[src/rtl/alu_simd_pipelined_param.sv]
// ---------------------------------------------------------------------------
// alu_simd_pipelined_param
//
// Segmented SIMD ALU. The N-bit word is built from NUM_SEG segments of SEG_W
// bits. The mode input selects how many lanes the word is split into
// (2^mode lanes). Carries ripple between segments inside a lane and stop at
// lane boundaries. An optional input register stage (REG_IN) gives a
// latency of 2; without it the latency is 1. The output stage is the only
// writer of S, and S also feeds the accumulator, so back-to-back acc
// transactions chain without bubbles.
//
// Ports
//   clk        : clock, rising edge
//   reset      : synchronous active-high reset, takes priority over ce
//   ce         : clock enable for every register
//   in_valid   : the current input set is a transaction
//   mode       : SIMD split (2^mode lanes); illegal values act as mode 0
//   op         : 000 add, 001 sub, 010 xor, 011 and, 100 or, 101 acc
//   X, Y, Z    : operands
//   CIN        : carry into lane 0
//   acc_clr    : zero the accumulator seed and clear the sticky flags
//   out_valid  : S / carry_out / mode_err hold a freshly completed result
//   S          : registered result
//   carry_out  : lane carry/borrow at each lane's top segment index
//   ovf_sticky : sticky lane carry for add/acc, same positions
//   mode_err   : the result came from an illegal mode
// ---------------------------------------------------------------------------
module alu_simd_pipelined_param #(
    parameter int unsigned SEG_W   = 4,
    parameter int unsigned NUM_SEG = 8,
    parameter int unsigned REG_IN  = 1,
    localparam int unsigned N      = SEG_W * NUM_SEG,
    localparam int unsigned MODE_W = $clog2(NUM_SEG) + 1
) (
    input  logic               clk,
    input  logic               reset,
    input  logic               ce,
    input  logic               in_valid,
    input  logic [MODE_W-1:0]  mode,
    input  logic [2:0]         op,
    input  logic [N-1:0]       X,
    input  logic [N-1:0]       Y,
    input  logic [N-1:0]       Z,
    input  logic               CIN,
    input  logic               acc_clr,
    output logic               out_valid,
    output logic [N-1:0]       S,
    output logic [NUM_SEG-1:0] carry_out,
    output logic [NUM_SEG-1:0] ovf_sticky,
    output logic               mode_err
);

    localparam int unsigned LOG_SEG = $clog2(NUM_SEG);

    typedef enum logic [2:0] {
        OpAdd  = 3'b000,
        OpSub  = 3'b001,
        OpXor  = 3'b010,
        OpAnd  = 3'b011,
        OpOr   = 3'b100,
        OpAcc  = 3'b101,
        OpRsv6 = 3'b110,
        OpRsv7 = 3'b111
    } op_e;

    // A transaction carries its controls with its data, so controls may
    // change every cycle without disturbing anything in flight.
    typedef struct packed {
        logic              valid;
        logic [MODE_W-1:0] mode;
        op_e               op;
        logic              cin;
        logic              acc_clr;
        logic [N-1:0]      x;
        logic [N-1:0]      y;
        logic [N-1:0]      z;
    } txn_t;

    txn_t in_txn;
    txn_t st_txn;

    always_comb begin
        in_txn         = '0;
        in_txn.valid   = in_valid;
        in_txn.mode    = mode;
        in_txn.op      = op_e'(op);
        in_txn.cin     = CIN;
        in_txn.acc_clr = acc_clr;
        in_txn.x       = X;
        in_txn.y       = Y;
        in_txn.z       = Z;
    end

    // ------------------------------------------------------------------
    // Optional input register stage
    // ------------------------------------------------------------------
    generate
        if (REG_IN != 0) begin : g_in_reg
            txn_t txn_d;
            txn_t txn_q;

            always_comb begin
                txn_d = txn_q;
                if (reset) begin
                    // Drops whatever is in flight and whatever arrives now.
                    txn_d = '0;
                end else if (ce) begin
                    txn_d = in_txn;
                end
            end

            always_ff @(posedge clk) begin
                txn_q <= txn_d;
            end

            assign st_txn = txn_q;
        end else begin : g_in_bypass
            assign st_txn = in_txn;
        end
    endgenerate

    // ------------------------------------------------------------------
    // Output stage registers
    // ------------------------------------------------------------------
    logic               out_valid_d, out_valid_q;
    logic [N-1:0]       s_d, s_q;
    logic [NUM_SEG-1:0] carry_out_d, carry_out_q;
    logic [NUM_SEG-1:0] sticky_d, sticky_q;
    logic               mode_err_d, mode_err_q;

    // ------------------------------------------------------------------
    // Segmented datapath
    // ------------------------------------------------------------------
    logic               mode_err_c;
    logic [MODE_W-1:0]  eff_mode;
    int unsigned        lane_mask;
    logic [N-1:0]       p_val;
    logic [N-1:0]       res_c;
    logic [NUM_SEG-1:0] carry_c;
    logic               is_arith;
    logic [1:0]         chain;
    logic [1:0]         seg_cin;
    logic [SEG_W-1:0]   seg_a;
    logic [SEG_W-1:0]   seg_x;
    logic [SEG_W-1:0]   seg_y;
    logic [SEG_W+1:0]   seg_sum;

    always_comb begin
        mode_err_c = (st_txn.mode > MODE_W'(LOG_SEG));
        eff_mode   = mode_err_c ? '0 : st_txn.mode;
        // Segments per lane is a power of two, so a mask finds lane edges.
        lane_mask  = (NUM_SEG >> eff_mode) - 1;
        p_val      = st_txn.acc_clr ? '0 : s_q;
        is_arith   = (st_txn.op == OpAdd) || (st_txn.op == OpSub) || (st_txn.op == OpAcc);
        res_c      = '0;
        carry_c    = '0;
        chain      = '0;
        seg_cin    = '0;
        seg_a      = '0;
        seg_x      = '0;
        seg_y      = '0;
        seg_sum    = '0;

        for (int unsigned i = 0; i < NUM_SEG; i++) begin
            seg_x = st_txn.x[i*SEG_W +: SEG_W];
            seg_y = st_txn.y[i*SEG_W +: SEG_W];
            seg_a = (st_txn.op == OpAcc) ? p_val[i*SEG_W +: SEG_W] : st_txn.z[i*SEG_W +: SEG_W];

            if ((i & lane_mask) == 0) begin
                seg_cin = (i == 0) ? {1'b0, st_txn.cin} : 2'b00;
            end else begin
                seg_cin = chain;
            end

            // Three operands plus carry: the inter-segment carry/borrow is
            // 0..2, hence the two extra bits.
            if (st_txn.op == OpSub) begin
                seg_sum = {2'b00, seg_a} - {2'b00, seg_x} - {2'b00, seg_y}
                        - {{SEG_W{1'b0}}, seg_cin};
                // Upper bits are the negated borrow in two's complement.
                chain   = ~seg_sum[SEG_W+1:SEG_W] + 2'd1;
            end else begin
                seg_sum = {2'b00, seg_a} + {2'b00, seg_x} + {2'b00, seg_y}
                        + {{SEG_W{1'b0}}, seg_cin};
                chain   = seg_sum[SEG_W+1:SEG_W];
            end

            res_c[i*SEG_W +: SEG_W] = seg_sum[SEG_W-1:0];

            if (is_arith && ((i & lane_mask) == lane_mask)) begin
                carry_c[i] = (chain != 2'b00);
            end
        end

        case (st_txn.op)
            OpXor:   res_c = st_txn.x ^ st_txn.z;
            OpAnd:   res_c = st_txn.x & st_txn.z;
            OpOr:    res_c = st_txn.x | st_txn.z;
            OpRsv6,
            OpRsv7:  res_c = '0;
            default: ;
        endcase
    end

    // ------------------------------------------------------------------
    // Output stage next state
    // ------------------------------------------------------------------
    always_comb begin
        out_valid_d = out_valid_q;
        s_d         = s_q;
        carry_out_d = carry_out_q;
        sticky_d    = sticky_q;
        mode_err_d  = mode_err_q;

        if (reset) begin
            out_valid_d = 1'b0;
            s_d         = '0;
            carry_out_d = '0;
            sticky_d    = '0;
            mode_err_d  = 1'b0;
        end else if (ce) begin
            out_valid_d = st_txn.valid;
            if (st_txn.valid) begin
                s_d         = res_c;
                carry_out_d = carry_c;
                mode_err_d  = mode_err_c;
                // Clear first, then OR in new carries so a set wins.
                sticky_d    = (st_txn.acc_clr ? '0 : sticky_q)
                            | (((st_txn.op == OpAdd) || (st_txn.op == OpAcc)) ? carry_c : '0);
            end
        end
    end

    always_ff @(posedge clk) begin
        out_valid_q <= out_valid_d;
        s_q         <= s_d;
        carry_out_q <= carry_out_d;
        sticky_q    <= sticky_d;
        mode_err_q  <= mode_err_d;
    end

    assign out_valid  = out_valid_q;
    assign S          = s_q;
    assign carry_out  = carry_out_q;
    assign ovf_sticky = sticky_q;
    assign mode_err   = mode_err_q;

endmodule

[config.mk]
export PLATFORM = sky130hd
export DESIGN_NAME = alu_simd_pipelined_param
export DESIGN_NICKNAME = d
export VERILOG_FILES = /design/src/rtl/alu_simd_pipelined_param.sv
export SDC_FILE = /design/constraint.sdc
export NUM_CORES = 1
export LEC_CHECK = 0
export ABC_AREA = 0
export BUFFER_PORTS_ARGS = -buffer_cell sky130_fd_sc_hd__buf_4
export CAP_MARGIN = 20
export CORE_UTILIZATION = 30
export CTS_CLUSTER_SIZE = 14
export DETAILED_ROUTE_END_ITERATION = 12
export GPL_ROUTABILITY_DRIVEN = 0
export GPL_TIMING_DRIVEN = 0
export PLACE_DENSITY = 0.57
export SETUP_SLACK_MARGIN = 0.1
export SLEW_MARGIN = 20
export SYNTH_ARGS = -nofsm -noshare
export SYNTH_HDL_FRONTEND = slang
export SYNTH_SLANG_ARGS = --single-unit
[constraint.sdc]
create_clock -name clk -period 36.7 [get_ports clk]
set_input_delay 7.34 -clock clk [delete_from_list [all_inputs] [get_ports clk]]
set_output_delay 7.34 -clock clk [all_outputs]
set_load 0.02 [all_outputs]
; ---- Word-level counts from Yosys, hierarchy flattened
; Cells that the tools add are included.
[word_totals]
register_bits = 156
latchBits = 0
ram_bits = 0
romBits = 0
in_bits = 109
out_inout_bits = 50
word_cells = 172
n_memories = 0
[classes]
add_sub_neg = 57
n_mul = 0
div = 0
n_lt_le_gt_ge = 1
eq_ne = 7
n_shift = 1
mux = 44
bitwise_logic = 12
reduce_logical = 37
[ops]
columns = op, n
row1 = 32-bit zero test, 8
row2 = 32-bit case mux with 4 select lines, 1
row3 = 31-bit zero test, 3
row4 = 30-bit zero test, 3
row5 = 4-bit two-way mux, 17
row6 = 5-bit by 4-bit adder with 6-bit output, 8
row7 = 5-bit by 5-bit subtractor with 6-bit output, 8
row8 = 6-bit by 2-bit adder with 6-bit output, 7
row9 = 6-bit by 2-bit subtractor with 6-bit output, 7
row10 = 4-bit by 4-bit adder with 5-bit output, 8
row11 = 4-bit by 4-bit subtractor with 5-bit output, 8
row12 = 32-bit AND, 1
row13 = 32-bit two-way mux, 1
row14 = 32-bit OR, 1
row15 = 4-bit by 4-bit right shift with 32-bit output (first input constant), 1
row16 = 32-bit by 1-bit subtractor with 32-bit output (second input constant), 1
row17 = 32-bit XOR, 1
row18 = 2-bit two-way mux, 15
row19 = 29-bit zero test, 1
row20 = 2-bit by 1-bit adder with 2-bit output (second input constant), 8
row21 = 8-bit two-way mux, 2
row22 = 2-bit inverter, 8
row23 = 2-bit nonzero test, 8
row24 = 3-bit equality test (second input constant), 4
row25 = 12 further kinds, 29

; ---- Logic depth before layout (Yosys ltp)
; Gate-level depths: netlist of run 1.
[logic_depth]
word_depth = 47
depth_mapped = 83
depth_no_buf = 82

; ---- Worst setup path before layout of run 1
; OpenSTA, ideal clock, no wires.
[synth_path]
path_type = reg-to-reg
start = reg g_in_reg.txn_q[98] (netlist name)
end = reg s_q[31], in the netlist S[31]
setup_ns = 0.132
t_arrival_ns = 16.150
required_ns = 36.568
setup_slack_ns = 20.418
stages_incl_launch_ff = 76
n_path_buf = 2
period_less_slack_ns = 16.282
path_cell_list = dfxtp_1 -> clkbuf_1 -> nand3_1 -> clkbuf_1 -> o21a_1 -> ha_1 -> fa_1 -> xor2_1 -> ha_1 -> inv_2 -> o311a_1 -> a211o_1 -> and3_4 -> o31a_4 -> xor2_1 -> fa_1 -> ha_1 -> inv_1 -> (+40 left out) -> and3_1 -> inv_1 -> fa_1 -> fa_1 -> a21o_1 -> a21oi_1 -> xnor2_1 -> xnor2_1 -> o211ai_2 -> xnor2_1 -> fa_1 -> ha_1 -> fa_1 -> xor2_1 -> o21ai_1 -> a21oi_1 -> a2111oi_0 -> nor3_1
[synth_between]
elab_chain_cells = 42
word_cells_on_any_way = 94
cone_classes = 55 x add/sub / 7 x eq/ne / 24 x mux / 7 x bitwise / 1 x reduce/logical
[synth_rtl]
columns = element, line_no
row1 = start: declaration, 100  ; txn_t txn_q;
row2 = start signal: assignment, 113  ; txn_q <= txn_d;
row3 = 3-bit equality test, 167  ; seg_a = (st_txn.op == OpAcc) ? p_val[i*SEG_W +: SEG_W] : st_txn.z[i*SEG_W +: SEG_W];
row4 = 4-bit two-way mux, 167
row5 = 4-bit by 4-bit subtractor with 5-bit output, 178  ; seg_sum = {2'b00, seg_a} - {2'b00, seg_x} - {2'b00, seg_y}
row6 = 5-bit by 5-bit subtractor with 6-bit output, 178
row7 = 6-bit by 1-bit subtractor with 6-bit output, 179  ; - {{SEG_W{1'b0}}, seg_cin};
row8 = 2-bit inverter, 181  ; chain = ~seg_sum[SEG_W+1:SEG_W] + 2'd1;
row9 = 2-bit by 1-bit adder with 2-bit output, 181
row10 = 2-bit two-way mux, 177  ; if (st_txn.op == OpSub) begin
row11 = (+26 left out), n/a
row12 = 6-bit by 2-bit subtractor with 6-bit output, 179
row13 = 2-bit inverter, 181
row14 = 2-bit by 1-bit adder with 2-bit output, 181
row15 = 2-bit two-way mux, 177
row16 = 2-bit two-way mux, 169  ; if ((i & lane_mask) == 0) begin
row17 = 6-bit by 2-bit adder with 6-bit output / 6-bit by 2-bit subtractor with 6-bit output (equally long branches), "184, 179"
row18 = 4-bit two-way mux, 177
row19 = 32-bit case mux with 4 select lines *, 195  ; case (st_txn.op)
row20 = end signal: assignment, 236  ; s_q <= s_d;
row21 = end: declaration, 126  ; logic [N-1:0] s_d, s_q;
; Every way passes the cells marked *; elsewhere a longest branch is shown, timed or not.
; A chain may end at the register's enable or synchronous reset.

; ---- Final worst setup path of run 1
[layout_path]
start = reg g_in_reg.txn_q[98] (netlist name)
end = reg carry_out_q[7], in the netlist carry_out[7]
[layout_between]
elab_chain_cells = 45
word_cells_on_any_way = 95
cone_classes = 56 x add/sub / 2 x eq/ne / 24 x mux / 8 x bitwise / 5 x reduce/logical
[layout_rtl]
columns = element, line_no
row1 = 3-bit equality test, "154, 167"
row2 = 4-bit two-way mux, 167
row3 = 4-bit by 4-bit subtractor with 5-bit output, 178
row4 = 5-bit by 5-bit subtractor with 6-bit output, 178
row5 = 6-bit by 1-bit subtractor with 6-bit output, 179
row6 = 2-bit inverter, 181
row7 = 2-bit by 1-bit adder with 2-bit output, 181
row8 = 2-bit two-way mux, 177
row9 = (+29 left out), n/a
row10 = 2-bit two-way mux, 177
row11 = 2-bit two-way mux, 169
row12 = 6-bit by 2-bit subtractor with 6-bit output, 179
row13 = 2-bit inverter, 181
row14 = 2-bit by 1-bit adder with 2-bit output, 181
row15 = 2-bit two-way mux, 177
row16 = 2-bit nonzero test, 191  ; carry_c[i] = (chain != 2'b00);
row17 = 1-bit two-way mux *, 190  ; if (is_arith && ((i & lane_mask) == lane_mask)) begin
row18 = end signal: assignment, 237  ; carry_out_q <= carry_out_d;
row19 = end: declaration, 127  ; logic [NUM_SEG-1:0] carry_out_d, carry_out_q;
; Marks and branches as above.

==> results of run 1 <==
[kinds of logic after synthesis]
logic type,share of synthesized area
XOR/XNOR,0.0504
buffers and inverters,0.0690
AND/OR/NAND/NOR,0.136
multiplexers,0.0836
AO/OA/AOI/OAI,0.157
adder cells (fa/ha/maj),0.279
flip-flops,0.225
[area by class of cell]
type / count / area (sq um) / area share
repair buffers: 157 / 1180 / 0.0715
inverters: 176 / 661 / 0.0401
flip-flops and latches: 156 / 3120 / 0.189
clock buffers: 20 / 457 / 0.0277
well taps: 600 / 751 / 0.0455
multi-input cells: 1231 / 9830 / 0.596
plain buffers: 76 / 299 / 0.0181
clock inverters: 12 / 186 / 0.0113
[through the flow]
step	util	hold slack, ps
2_1_floorplan	-	460
3_3_place_gp	0.347	445
3_5_place_dp	0.348	456
4_1_cts	0.362	465
5_1_grt	0.362	497
6_report	0.362	461
[synth_stat cells, drive strengths merged, types with 13 or more instances]
| cell type | count |
|---|---|
| o211ai | 18 |
| nand2b | 41 |
| o21ai | 80 |
| o221ai | 16 |
| a221oi | 13 |
| a21oi | 88 |
| mux2i | 106 |
| nor3 | 29 |
| clkbuf | 50 |
| fa | 65 |
| xor2 | 34 |
| nor2b | 18 |
| nor2 | 201 |
| inv | 176 |
| ha | 206 |
| a21o | 42 |
| buf | 26 |
| dfxtp | 156 |
| xnor2 | 46 |
| a211oi | 23 |
| nand2 | 115 |
[per-layer routing]
metal,part of all wire,track usage,up-vias
li1,-,-,5919
met4,0.040,0.0955,0
met5,0,0,-
met3,0.082,0.0574,118
met2,0.46,0.359,509
met1,0.42,0.274,5846
[flip-flops by register name (all words and copies together) (netlist names)]
register and count:
ovf_sticky 8, mode_err 1, out_valid 1, carry_out 8, g_in_reg.txn_q 106, S 32
[critical path, delay by kind of cell (launching register included)]
family,cells,cell delay [ps]
buffers and inverters,8,1240
AND/OR/NAND/NOR,15,2610
flip-flops,1,380
AO/OA/AOI/OAI,23,4450
adder cells (fa/ha/maj),24,8950
XOR/XNOR,7,1310
[power groups by stage]
stage          clock network, mW  registers (mW)  logic [mW]
2_1_floorplan                  0           0.192       0.192
3_3_place_gp                   0           0.194       0.261
3_5_place_dp                   0           0.194       0.268
4_1_cts                    0.205           0.190       0.270
5_1_grt                    0.211           0.192       0.302
6_report                   0.201           0.190       0.272
[worst min-delay path by stage]
stage	start	end	slack [ps]	cells past startpoint
6_report	carry_out[7]	carry_out[7]	460	2
3_5_place_dp	carry_out[7]	carry_out[7]	460	2
4_1_cts	carry_out[7]	carry_out[7]	470	2
2_1_floorplan	g_in_reg.txn_q[33]	g_in_reg.txn_q[33]	460	2
5_1_grt	carry_out[7]	carry_out[7]	500	2
3_3_place_gp	carry_out[7]	carry_out[7]	440	2
==> flow_metrics.env, run 1 <==
export IMPL_synth_top_cell_by_area="dfxtp_1"
export IMPL_period_share=0.521
export IMPL_fin_skew_ps=15.5
export IMPL_p_seq_frac=0.287
export IMPL_gr_total_overflow=0
export IMPL_antenna_found_initial=0
export IMPL_intPower_mw=0.414
export IMPL_cts_htree_levels=4
export IMPL_start_util=0.305
export IMPL_grt_usage=0.221
export IMPL_regToRegStartpoint="g_in_reg.txn_q[98]"
export IMPL_postCtsSetupRepairBufs=0
export IMPL_dieArea_sq_um=47200
export IMPL_finalSetupViolCount=0
export IMPL_worstSetupEndpoint="carry_out[7]"
export IMPL_drt_iter0_drc=1138
export IMPL_cts_resized=0
export IMPL_drt_total_wl_mm=51.9
export IMPL_core_sq_um=45600
export IMPL_grt_max_degree=17
export IMPL_startpoint="g_in_reg.txn_q[98]"
export IMPL_timing_rr_end="carry_out[7]"
export IMPL_postPlaceCellArea_sq_um=15800
export IMPL_endpoint_kind="flop"
export IMPL_r2r_slack_ps=17570
export IMPL_setup_worst_path_start_class="flop"
export IMPL_num_vias=12400
export IMPL_slew_headroom=0.201
export IMPL_yosys_warnings=0
export IMPL_hold_path_class="reg -> reg"
export IMPL_max_cap_viol_count=0
export IMPL_p_leak_nw=7.58
export IMPL_clkTransAtPathRegs_ps=70
export IMPL_numCtsBuffers=17
export IMPL_portBuffers=157
export IMPL_fill_cells=4711
export IMPL_crit_type="reg -> reg"
export IMPL_worstMarginPinSlew_ps=1200
export IMPL_max_freq_mhz=52.3
export IMPL_post_dp_hpwl_mm=39.3
export IMPL_synth_cell_types=62
export IMPL_die_w_microns=217
export IMPL_dp_cells=2396
export IMPL_fin_crit_ps=19130
export IMPL_outcome="finished clean"
export IMPL_synth_fp_nets=2019
export IMPL_max_stage_delay_ps=540
export IMPL_worstPathMaxFanout=10
export IMPL_die_h_microns=217
export IMPL_ios=159
export IMPL_cpMaxStageDelayCell="fa_1"
export IMPL_rr_worst_depth=77
export IMPL_clock_latency_ps=470
export IMPL_rows=78
export IMPL_grt_pass1_vias=12400
export IMPL_layout_drive_gt1_share=0.120
export IMPL_final_instance_count_excl_fill=2428
export IMPL_postSynth_asyncResetShare=0
export IMPL_synth_seq_area_share=0.225
export IMPL_grt_first_pass_wirelength_mm=76.1
export IMPL_rsz0062_at_grt="no"
export IMPL_netSwitchingFraction=0.376
export IMPL_syn_to_final_growth_pct=18.5
export IMPL_synth_edf_count=0
export IMPL_final_antenna_net_count=0
export IMPL_worst_slack_ps=17570
export IMPL_clock_root_buffer="clkbuf_16"
export IMPL_cts_sinks=156
export IMPL_power_density_nw_per_um2=40.3
export IMPL_cts_buffer_depth=2
export IMPL_first_pass_iters=5
export IMPL_postSynthAreaPerCell_sq_um=8.49
export IMPL_power_switching_mw=0.250
export IMPL_syn_inst=1639
export IMPL_cts_hold_buffers=0
export IMPL_layout_nets=2195
export IMPL_crit_top_cell="fa_1"
export IMPL_wl_per_cell_microns=21.4
export IMPL_cts_tree="done"
export IMPL_synth_seq_cells=156
export IMPL_synth_top_area_share=0.225
export IMPL_design_area_sq_um=16500
export IMPL_synthesis_area_sq_um=13900
export IMPL_pwr_share_clk=0.303
export IMPL_final_max_slew_viol_count=0
export IMPL_dp_slack_ps=17870
export IMPL_ys_flop_type="dfxtp_1"
export IMPL_power_mw=0.664
export IMPL_route_detailed_drc=0
export IMPL_hold_violations=0
export IMPL_ir_worst_vdd_v=0.0000349
export IMPL_diodes=0
export IMPL_cp_data_arrival_time_ps=19430
export IMPL_final_cell_mix="206 x ha_1, 198 x nor2_1, 175 x inv_1, 157 x buf_4, 156 x dfxtp_1"
export IMPL_layout_commonest_cell="ha_1"
export IMPL_p_comb_frac=0.410
export IMPL_required_ps=37000
export IMPL_vias_per_cell=5.10
export IMPL_synthTopCellsByArea="dfxtp_1 22%, ha_1 19%, fa_1 9.4%, mux2i_1 7.6%, nor2_1 5.4%"
export IMPL_setup_tns_final_ps=0
Note: power is estimated with default switching activity, not from simulation.
==> inputs of run 2 (changes only) <==
--- a/config.mk
+++ b/config.mk
@@ -5,7 +5,7 @@
 export SDC_FILE = /design/constraint.sdc
 export NUM_CORES = 1
 export LEC_CHECK = 0
-export ABC_AREA = 0
+export ABC_AREA = 1
 export BUFFER_PORTS_ARGS = -buffer_cell sky130_fd_sc_hd__buf_4
 export CAP_MARGIN = 20
 export CORE_UTILIZATION = 30
==> constraint.sdc (replaced) <==
create_clock -name clk -period 20 [get_ports clk]
set_input_delay 4 -clock clk [delete_from_list [all_inputs] [get_ports clk]]
set_output_delay 4 -clock clk [all_outputs]
set_load 0.02 [all_outputs]
==> flow_metrics.env, run 2 <==
export IMPL_outcome="finished clean"
export IMPL_synthTopCellsByArea="dfxtp_1 24%, ha_1 20%, fa_1 9.9%, o21ai_0 7.6%, inv_1 6.2%"
export IMPL_layout_nets=2275
export IMPL_cts_sinks=156
export IMPL_p_leak_nw=7.37
export IMPL_cts_hold_buffers=0
export IMPL_synthesis_area_sq_um=13200
export IMPL_postSynthAreaPerCell_sq_um=7.68
export IMPL_synth_xor_area_frac=0.0351
export IMPL_synth_edf_count=0
export IMPL_synth_fp_nets=2097
export IMPL_synthSimpleGateAreaFrac=0.150
export IMPL_hold_path_depth=2
export IMPL_clock_latency_ps=460
export IMPL_dieArea_sq_um=44800
export IMPL_yosys_warnings=0
export IMPL_timing_rr_end="ovf_sticky[7]"
export IMPL_diodes=0
export IMPL_rsz0062_at_grt="no"
export IMPL_crit_type="reg -> reg"
export IMPL_p_comb_frac=0.439
export IMPL_setup_tns_final_ps=0
export IMPL_endpoint_kind="flop"
export IMPL_pwr_share_clk=0.272
export IMPL_worstSetupEndpoint="ovf_sticky[7]"
export IMPL_startpoint="g_in_reg.txn_q[98]"
export IMPL_power_mw=1.22
export IMPL_synth_seq_area_share=0.237
export IMPL_clock_root_buffer="clkbuf_16"
export IMPL_cp_depth=82
export IMPL_cts_resized=0
export IMPL_finalSetupViolCount=0
export IMPL_max_stage_delay_ps=660
export IMPL_die_h_microns=212
export IMPL_slew_headroom=0.168
export IMPL_dp_slack_ps=2860
export IMPL_final_max_slew_viol_count=0
export IMPL_synth_compound_area_frac=0.196
export IMPL_cp_data_arrival_time_ps=17640
export IMPL_synth_top_cell_by_area="dfxtp_1"
export IMPL_rr_worst_depth=82
export IMPL_final_util=0.363
export IMPL_regToRegStartpoint="g_in_reg.txn_q[98]"
export IMPL_period_share=0.867
export IMPL_synth_top_area_share=0.237
export IMPL_power_density_nw_per_um2=77.9
export IMPL_die_w_microns=212
export IMPL_syn_inst=1717
export IMPL_clkTransAtPathRegs_ps=70
export IMPL_antenna_found_initial=1
export IMPL_route_detailed_drc=0
export IMPL_max_flop_register="g_in_reg.txn_q"
export IMPL_ir_worst_vdd_v=0.0000482
export IMPL_syn_to_final_growth_pct=18.9
export IMPL_r2r_slack_ps=2670
export IMPL_synth_seq_cells=156
export IMPL_layout_commonest_cell="inv_1"
export IMPL_cts_buffer_depth=2
export IMPL_grt_max_degree=17
export IMPL_numCtsBuffers=17
export IMPL_first_pass_iters=6
export IMPL_drt_total_wl_mm=51.5
export IMPL_cp_top_family="adder cells"
export IMPL_rows=76
export IMPL_wl_per_cell_microns=20.7
export IMPL_start_util=0.305
export IMPL_cts_tree="done"
export IMPL_synth_cell_types=42
export IMPL_gr_total_overflow=0
export IMPL_synthAdderAreaFrac=0.294
export IMPL_fin_skew_ps=12.9
export IMPL_fin_crit_ps=17330
export IMPL_final_cell_mix="219 x inv_1, 208 x nand2_1, 206 x ha_1, 200 x o21ai_0, 163 x a21oi_1"
export IMPL_core_sq_um=43200
export IMPL_fill_cells=4597
export IMPL_grt_pass1_vias=12800
export IMPL_largest_reg_flops=106
export IMPL_cts_htree_levels=4
export IMPL_worstMarginPinSlew_ps=1250
export IMPL_synth_common_cells="219 x inv_1, 208 x nand2_1, 206 x ha_1"
export IMPL_synth_top_family_by_area="adder cells"
export IMPL_p_seq_frac=0.289
export IMPL_post_dp_hpwl_mm=39.2
export IMPL_synth_most_common_cell="inv_1"
export IMPL_cp_num_buf_inv=11
export IMPL_required_ps=20310
export IMPL_num_vias=13000
export IMPL_power_switching_mw=0.506
export IMPL_ys_flop_type="dfxtp_1"
export IMPL_yosys_mux_area_fraction=0
export IMPL_postCtsSetupRepairBufs=0
export IMPL_cpMaxStageDelayCell="clkbuf_1"
export IMPL_postSynth_asyncResetShare=0
export IMPL_max_freq_mhz=57.7
export IMPL_ios=159
export IMPL_drt_iter0_drc=1151
export IMPL_vias_per_cell=5.22
export IMPL_hold_path_class="reg -> reg"
export IMPL_grt_first_pass_wirelength_mm=76.6
export IMPL_portBuffers=158
export IMPL_worstPathMaxFanout=10
export IMPL_hold_violations=0
export IMPL_intPower_mw=0.715
export IMPL_worst_slack_ps=2670
export IMPL_max_cap_viol_count=0
export IMPL_grt_usage=0.233
export IMPL_netSwitchingFraction=0.414
export IMPL_crit_top_cell="fa_1"
export IMPL_layout_drive_gt1_share=0.118
export IMPL_final_antenna_net_count=0
export IMPL_setup_worst_path_start_class="flop"
## run 2: worst min-delay path by stage
stage                   startpoint                   to
6_report             ovf_sticky[0]        ovf_sticky[0]
5_1_grt                  out_valid            out_valid
4_1_cts                  out_valid            out_valid
3_5_place_dp             out_valid            out_valid
3_3_place_gp             out_valid            out_valid
2_1_floorplan  g_in_reg.txn_q[101]  g_in_reg.txn_q[101]
## run 2: routing by layer
metal / part of all wire / global-route usage
met2: 0.45 / 0.370
met4: 0.045 / 0.106
met5: 0 / 0
met1: 0.42 / 0.301
met3: 0.092 / 0.0513
## run 2: layout make-up
type,count,area [sq um],share of cell area
multi-input cells,1261,8900,0.568
flip-flops and latches,156,3120,0.199
repair buffers,159,1200,0.0764
inverters,225,845,0.0539
well taps,585,732,0.0467
clock buffers,17,425,0.0271
plain buffers,75,309,0.0197
clock inverters,15,136,0.00870
## run 2: logic make-up after synthesis
kind of cell,Yosys count
compound gates,466
xor+xnor,52
fa+ha+maj,271
buf+inv,300
flops,156
simple gates,472
## run 2: per-stage QoR
step	instance area, sq um	instances	hold WS [ps]
final	15700	2493	466
after global routing	15700	2493	485
after CTS	15700	2493	467
after detailed placement	15100	2461	455
after global placement	15100	2460	453
after floorplan	13200	1717	463
## run 2: power groups by stage
stage / clock network [mW] / registers (mW) / logic [mW]
2_1_floorplan: 0 / 0.358 / 0.373
3_3_place_gp: 0 / 0.359 / 0.510
3_5_place_dp: 0 / 0.360 / 0.526
4_1_cts: 0.335 / 0.353 / 0.531
5_1_grt: 0.349 / 0.355 / 0.608
6_report: 0.332 / 0.353 / 0.536
## run 2: worst min-delay path, stage by stage, from the launching register on
cell     delay [ps]
dfxtp_1         310
nand2_1          60
a21oi_1          50
